===== config.mk =====
export PLATFORM = sky130hd
export DESIGN_NAME = fmad_issue
export DESIGN_NICKNAME = d
export VERILOG_FILES = /design/src/rtl/fmad_issue.sv
export SDC_FILE = /design/constraint.sdc
export NUM_CORES = 1
export LEC_CHECK = 0
export CORE_ASPECT_RATIO = 2
export CORE_MARGIN = 1.5
export CORE_UTILIZATION = 25
export CTS_BUF_LIST = sky130_fd_sc_hd__clkbuf_2 sky130_fd_sc_hd__clkbuf_4 sky130_fd_sc_hd__clkbuf_8
export DETAILED_ROUTE_END_ITERATION = 8
export DONT_BUFFER_PORTS = 1
export HOLD_SLACK_MARGIN = 0.02
export PLACE_DENSITY = 0.5
export SYNTH_ARGS = -nofsm -noshare
export SYNTH_HDL_FRONTEND = slang
export SYNTH_SLANG_ARGS = --single-unit

===== constraint.sdc =====
create_clock -name clk -period 2.6 [get_ports clk]
set_input_delay 0.13 -clock clk [delete_from_list [all_inputs] [get_ports clk]]
set_output_delay 0.13 -clock clk [all_outputs]
set_load 0.02 [all_outputs]

===== src/rtl/fmad_issue.sv =====
// fmad_issue: requester front end for the 3-stage single-precision FMA pipeline.
// Ports:
//   clk, reset            clock, synchronous active-high reset (shared with the FMA pipeline)
//   in_valid/in_ready     command handshake; in_x/in_y/in_z operands, in_tag opaque tag
//   fmad_req              one-cycle request pulse; fmad_x/y/z registered operands, held 2 cycles
//   fmad_rslt/fmad_flag   pipeline result and {NV,DZ,OF,UF,NX}, valid 4 cycles after fmad_req
//   out_valid/out_ready   result handshake; out_rslt/out_flag/out_tag from the FIFO head
//   busy                  any op issuing, in flight or buffered
module fmad_issue #(
  parameter int DEPTH = 4,
  parameter int TAGW  = 4
) (
  input  logic            clk,
  input  logic            reset,
  input  logic            in_valid,
  output logic            in_ready,
  input  logic [31:0]     in_x,
  input  logic [31:0]     in_y,
  input  logic [31:0]     in_z,
  input  logic [TAGW-1:0] in_tag,
  output logic            fmad_req,
  output logic [31:0]     fmad_x,
  output logic [31:0]     fmad_y,
  output logic [31:0]     fmad_z,
  input  logic [31:0]     fmad_rslt,
  input  logic [4:0]      fmad_flag,
  output logic            out_valid,
  input  logic            out_ready,
  output logic [31:0]     out_rslt,
  output logic [4:0]      out_flag,
  output logic [TAGW-1:0] out_tag,
  output logic            busy
);
  localparam int CW = $clog2(DEPTH + 1);
  localparam int PW = $clog2(DEPTH);
  typedef enum logic [1:0] {IDLE, ISSUE, HOLD} state_t;
  state_t          state;
  logic [TAGW-1:0] tag;
  logic [3:0]      pv;
  logic [TAGW-1:0] pt [4];
  logic [CW-1:0]   inflight, count;
  logic [PW-1:0]   wr_ptr, rd_ptr;
  logic [31:0]     mem_r [DEPTH];
  logic [4:0]      mem_f [DEPTH];
  logic [TAGW-1:0] mem_t [DEPTH];
  logic            credit_ok, accept, wr, pop;
  // Credits cover both in-flight and buffered ops, so every pipeline result
  // always has a FIFO slot waiting for it.
  assign credit_ok = ({1'b0, inflight} + {1'b0, count}) < (CW + 1)'(DEPTH);
  assign in_ready  = !reset && state != ISSUE && credit_ok;
  assign accept    = in_valid && in_ready;
  assign wr        = pv[3];
  assign out_valid = count != '0;
  assign pop       = out_valid && out_ready;
  assign out_rslt  = mem_r[rd_ptr];
  assign out_flag  = mem_f[rd_ptr];
  assign out_tag   = mem_t[rd_ptr];
  assign busy      = state != IDLE || inflight != '0 || count != '0;
  always_ff @(posedge clk) begin
    if (reset) begin
      state    <= IDLE;
      fmad_req <= 1'b0;
      fmad_x   <= '0;
      fmad_y   <= '0;
      fmad_z   <= '0;
      tag      <= '0;
      pv       <= '0;
      inflight <= '0;
      count    <= '0;
      wr_ptr   <= '0;
      rd_ptr   <= '0;
    end else begin
      state    <= accept ? ISSUE : state == ISSUE ? HOLD : IDLE;
      fmad_req <= accept;
      if (accept) begin
        fmad_x <= in_x;
        fmad_y <= in_y;
        fmad_z <= in_z;
        tag    <= in_tag;
      end
      pv       <= {pv[2:0], fmad_req};
      inflight <= inflight + CW'(accept) - CW'(wr);
      count    <= count + CW'(wr) - CW'(pop);
      if (wr) wr_ptr <= wr_ptr + PW'(1);
      if (pop) rd_ptr <= rd_ptr + PW'(1);
    end
  end
  // Data-only storage: validity lives in pv/count, which reset clears, so stale
  // entries written here can never become visible.
  always_ff @(posedge clk) begin
    pt[0] <= tag;
    pt[1] <= pt[0];
    pt[2] <= pt[1];
    pt[3] <= pt[2];
    if (wr) begin
      mem_r[wr_ptr] <= fmad_rslt;
      mem_f[wr_ptr] <= fmad_flag;
      mem_t[wr_ptr] <= pt[3];
    end
  end
endmodule


* Word level (Yosys, flattened, before mapping)
Memories as Yosys holds them, arrays and structs flattened. A register that Yosys moved wholly into a read port is not among the register bits. Index checks and enable logic that the tools add are counted.
Word-level totals: register bits 117, logic and storage cells 47, memory bits (writable) 180, output and inout bits 141, memories 4
Memory list:
- mem_r | depth 4, width 32, read ports 1, clocked after memory_dff 1, wr ports 1, line 43 | logic [31:0] mem_r [DEPTH];
- mem_f | depth 4, width 5, read ports 1, clocked after memory_dff 1, wr ports 1, line 44 | logic [4:0] mem_f [DEPTH];
- mem_t | depth 4, width 4, read ports 1, clocked after memory_dff 1, wr ports 1, line 45 | logic [TAGW-1:0] mem_t [DEPTH];
- pt | depth 4, width 4, read ports 4, clocked after memory_dff 0, wr ports 4, line 40 | logic [TAGW-1:0] pt [4];
Cells by class: muxes and demuxes 10, magnitude comparators 1, $add $sub $neg 7, reductions and logical operators 11, eq/ne operators 2
Operator list (count):
- 2-bit two-way mux | 7
- 3-bit by 1-bit adder with 3-bit output | 2
- 3-bit nonzero test | 2
- 3-bit by 1-bit subtractor with 3-bit output | 2
- 2-bit by 1-bit adder with 2-bit output (second input constant) | 2
- 3-bit by 3-bit adder with 4-bit output | 1
- 1-bit logical AND | 4
- 4-bit by 3-bit less-than comparator with 1-bit output (second input constant) | 1
- 1-bit two-way mux | 3
- 2-bit by 1-bit == test with 1-bit output (second input constant) | 1
- 1-bit logical OR | 2
- 2-bit by 1-bit inequality test with 1-bit output (second input constant) | 1
- 2-bit nonzero test | 1
- 2-bit OR reduction | 1
- 1-bit logical NOT | 1

* Logic depth before layout (Yosys ltp)
depth after elaboration 6, mapped depth 14, depth with buffers taken out 12

* Least setup slack after synthesis
OpenSTA, ideal clock, no wires.
kind reg2reg, from reg count[2], to reg inflight[2], slack -177 ps, cell stages (with the launch flop) 15, path buffers 2, required time 2483 ps, arrival time 2660 ps, period minus slack after synthesis 2777 ps, cells stage by stage dfxtp_1 > ha_1 > nor4_2 > o2111a_2 > inv_2 > buf_6 > buf_6 > ha_1 > inv_1 > ha_1 > inv_1 > fa_1 > xor2_1 > xnor2_1 > nor2_1
On the way: longest elaborated chain between the ends 6
Ends and longest elaborated chain:
- from (decl) | line 41 | logic [CW-1:0] inflight, count;
- from (signal assigned) | line 83 | count <= count + CW'(wr) - CW'(pop);
- 3-bit by 3-bit adder with 4-bit output | line 49 | assign credit_ok = ({1'b0, inflight} + {1'b0, count}) < (CW + 1)'(DEPTH);
- 4-bit by 3-bit less-than comparator with 1-bit output | line 49
- 1-bit logical AND | line 50 | assign in_ready = !reset && state != ISSUE && credit_ok;
- 1-bit logical AND | line 51 | assign accept = in_valid && in_ready;
- 3-bit by 1-bit adder with 3-bit output | line 82 | inflight <= inflight + CW'(accept) - CW'(wr);
- 3-bit by 1-bit subtractor with 3-bit output | line 82
- to (signal assigned) | line 82
- to (decl) | line 41
No other way between the ends. A chain may end at the register's enable or synchronous reset.

* Worst setup path after layout
Same ends and word-level chain as after synthesis.

==> impl_metrics.csv <==
group,metric,value,unit
global_routing,grt_antenna_before_repair,2,
setup_path,crit_fanout,5,
final_layout,mostFrequentLayoutCell,"edfxtp_1",
sta,finalCritPeriodShare,0.953,
final_layout,area_growth,27.8,%
drt,wirelength,23600,µm
clock_tree,clock-sinks,298,
synthesis,ys_seq_area_frac,0.695,
clock_tree,clk_latency,0.55,ns
pwr,power_frac_comb,0.183,
setup_path,critical_path_cell_count,12,
pwr,internal_power,8.59,mW
setup_path,crit_top_cell,"ha_4",
setup_path,slowest_delay,0.36,ns
global_routing,grt_pass1_vias,6358,
floorplanning,die_w,151,µm
pwr,p_leak,4.94,nW
hold_path,worstHoldEndpoint,"fmad_z[18]",
synthesis,synth_seq_cells,298,
floorplanning,initial_core_util,0.253,
final_layout,final_cells,1374,
sta,max_freq,404,MHz
sta,finalMaxSlewViolations,0,
hold_path,hold_depth,2,
global_routing,grt_overflow,0,
final_layout,drive_above_1_share,0.286,
sta,setup_violations,0,
synthesis,ys.flop_type,"edfxtp_1",
pwr,power_density,863,nW/µm²
setup_path,crit_chain,"ha_4, nor4_4, o2111a_2, inv_4, ha_4, inv_2, ha_4, inv_2, fa_2, xor2_1, xnor2_1, nor2_1",
clock_tree,cts_root_buf,"clkbuf_8",
synthesis,netlist_instances,634,
status,status,"finished, final reports clean",
sta,finalHoldViolations,0,
sta,clock_skew,0.0158,ns
synthesis,postSynthAreaPerCell,17.3,µm²
clock_tree,cts-buffers-inserted,43,
sta,worstMarginPinSlew,0.685,ns
floorplanning,pin_count,282,
drt,drtIter0Drc,227,
hold_path,worstHoldStart,"in_z[18]",
sta,layout_min_cycle_time,2.48,ns
setup_path,rr_startpoint,"count[2]",
synthesis,ys_top_cells_by_area,"edfxtp_1 45%, dfxtp_1 25%, mux2_2 9.2%",
pwr,clockPowerShare,0.314,
flow_run,cap_violations,0,
pwr,pwr-share-seq,0.504,
floorplanning,design.die.area,45100,µm²
pwr,power_switching,3.47,mW
setup_path,required,3.03,ns
setup_path,crit_family,"adder cells",
floorplanning,placementRows,108,
sta,relSlewSlack,0.543,
setup_path,worstSetupPathType,"reg -> reg",
final_layout,fin_nets,950,
placement,place.gp.congestion,0.705,
clock_tree,ctsLongestPathBuffers,3,
setup_path,cp.arrival,2.91,ns
placement,port_buffers,0,
clock_tree,cts_setup_buffers,0,
final_layout,final_cell_area,14000,µm²
setup_path,crit_path_end_kind,"flop",
placement,place_inst,1161,
clock_tree,clkTransAtPathRegs,0.07,ns
setup_path,path_buf_inv,3,
synthesis,syn_area,10900,µm²
drt,dr.pass1.iters,4,
floorplanning,fp.dieH,299,µm
synthesis,ys.warnings.count,0,
clock_tree,cts_tree,"built",
global_routing,gr-usage-met2,0.195,
global_routing,grt_max_degree,120,
synthesis,synth_top_area_share,0.450,
final_layout,n_fill_cell,4180,
global_routing,grtUsageTotal,0.104,
placement,postPlaceCellArea,11700,µm²
placement,dp_hpwl,14300,µm
drt,num_vias,5752,
synthesis,async_reset_ff_frac,0,
pwr,p_sw_frac,0.288,
final_layout,mostFrequentLayoutCells,"164 x edfxtp_1, 140 x dlygate4sd3_1, 130 x dfxtp_1, 104 x nor2b_1, 89 x mux2_2",
hold_path,hold_class,"in -> reg",
setup_path,r2r-end,"inflight[2]",
global_routing,grt_pass1_wl,35900,µm
clock_tree,cts_resized,0,
drt,antenna_left,0,
drt,detail_route.wl_per_cell,17.2,µm
setup_path,rr_worst_depth,12,
setup_path,cp-start-kind,"flop",
global_routing,top_usage_layer,"met2",
drt,routed_via_density,4.19,
drt,drc_errors,0,
floorplanning,fp.coreArea,43200,µm²
synthesis,synth_top_cell_by_area,"edfxtp_1",
pwr,p_total,12.1,mW
synthesis,synth_edf_count,164,
synthesis,syn-num-nets,787,
clock_tree,htree_levels,2,
setup_path,cp_slowest_cell,"dfxtp_4",
global_routing,met1_usage,0.0995,
synthesis,ys_types,29,
pwr,ir_worst_vdd,0.000535,V
setup_path,cp-startpoint,"count[2]",
setup_path,rrSetupSlack,0.12,ns
global_routing,met3_usage,0.0382,
sta,rsz0062_at_grt,"no",
Yosys cell counts, types with 2 or more instances:
cell type and number:
buf_6 2, nand2b_1 4, buf_2 14, edfxtp_1 164
mux2_4 9, mux2i_1 3, nor2_1 9, fa_1 2
ha_1 10, clkbuf_1 12, dfxtp_1 134, xor2_1 3
xnor2_1 4, mux2_2 89, mux4_2 41, or3_1 2
nor2b_1 104, inv_1 10, and2_1 4, buf_1 5
cell families after synthesis:
family,count (synthesis),share of synthesized area
compound gates,4,0.00355
xor+xnor,7,0.00561
fa+ha+maj,12,0.0151
buf+inv,44,0.0181
flops,298,0.695
mux,142,0.191
simple gates,127,0.0710
power groups by stage:
stage	combinational, mW	clock (mW)	sequential (mW)
6_report	2.20	3.78	6.08
5_1_grt	2.40	4.16	6.14
4_1_cts	2.26	3.96	6.10
3_5_place_dp	2.02	0	6.20
3_3_place_gp	2.00	0	6.20
2_1_floorplan	1.77	0	6.02
what timing repair did:
action | CTS | global route
hold buffers | 141 | 0
endpoints found under the hold margin | 266 | 0
setup endpoints to repair | 0 | 0
sequential cells by signal, indices dropped and copies added, names as in the netlist, 2 cells and up, named ones only:
register	count
fmad_y	32
count	3
mem_r	128
pt	16
fmad_x	32
inflight	3
mem_t	16
fmad_z	32
pv	4
rd_ptr	2
tag	4
mem_f	20
wr_ptr	2
stage by stage:
step | setup WS [ns] | utilization | hold WS, ns | TNS (ns)
after floorplan | -0.0953 | - | 0.229 | -0.0953
after global placement | 0.181 | 0.270 | 0.229 | 0
after detailed placement | 0.145 | 0.270 | 0.229 | 0
after CTS | 0.120 | 0.323 | 0.191 | 0
after global routing | 0.00837 | 0.323 | 0.214 | 0
final | 0.123 | 0.323 | 0.257 | 0
worst reg2reg max path: cells and delay by family (launching register included):
kind                     cells  cell delay [ns]
buffers and inverters        3             0.14
XOR/XNOR                     2             0.31
AO/OA/AOI/OAI                1             0.28
adder cells (fa/ha/maj)      4             0.91
AND/OR/NAND/NOR              2             0.35
flip-flops                   1             0.36
per-layer routing:
layer	part of all wire	vias up
met5	0.00034	-
met4	0.030	2
met3	0.090	47
met2	0.54	243
met1	0.34	2820
li1	-	2640
worst max path at each step:
stage                       end  slack (ns)
floorplan           inflight[2]        -0.1
global placement    inflight[2]        0.18
detailed placement  inflight[2]        0.15
CTS                 inflight[2]        0.12
global route        inflight[2]       0.008
finish              inflight[2]        0.12
cell type report:
class	count	area, µm²	area share
sequential	298	7620	0.545
multi-input combinational	292	3190	0.228
timing repair buffer	151	1580	0.113
clock buffer	61	752	0.0538
tap	550	688	0.0492
clock inverter	10	106	0.00761
inverter	11	43.8	0.00313
antenna	1	2.50	0.000179
Power figures use the tool's default switching activity.
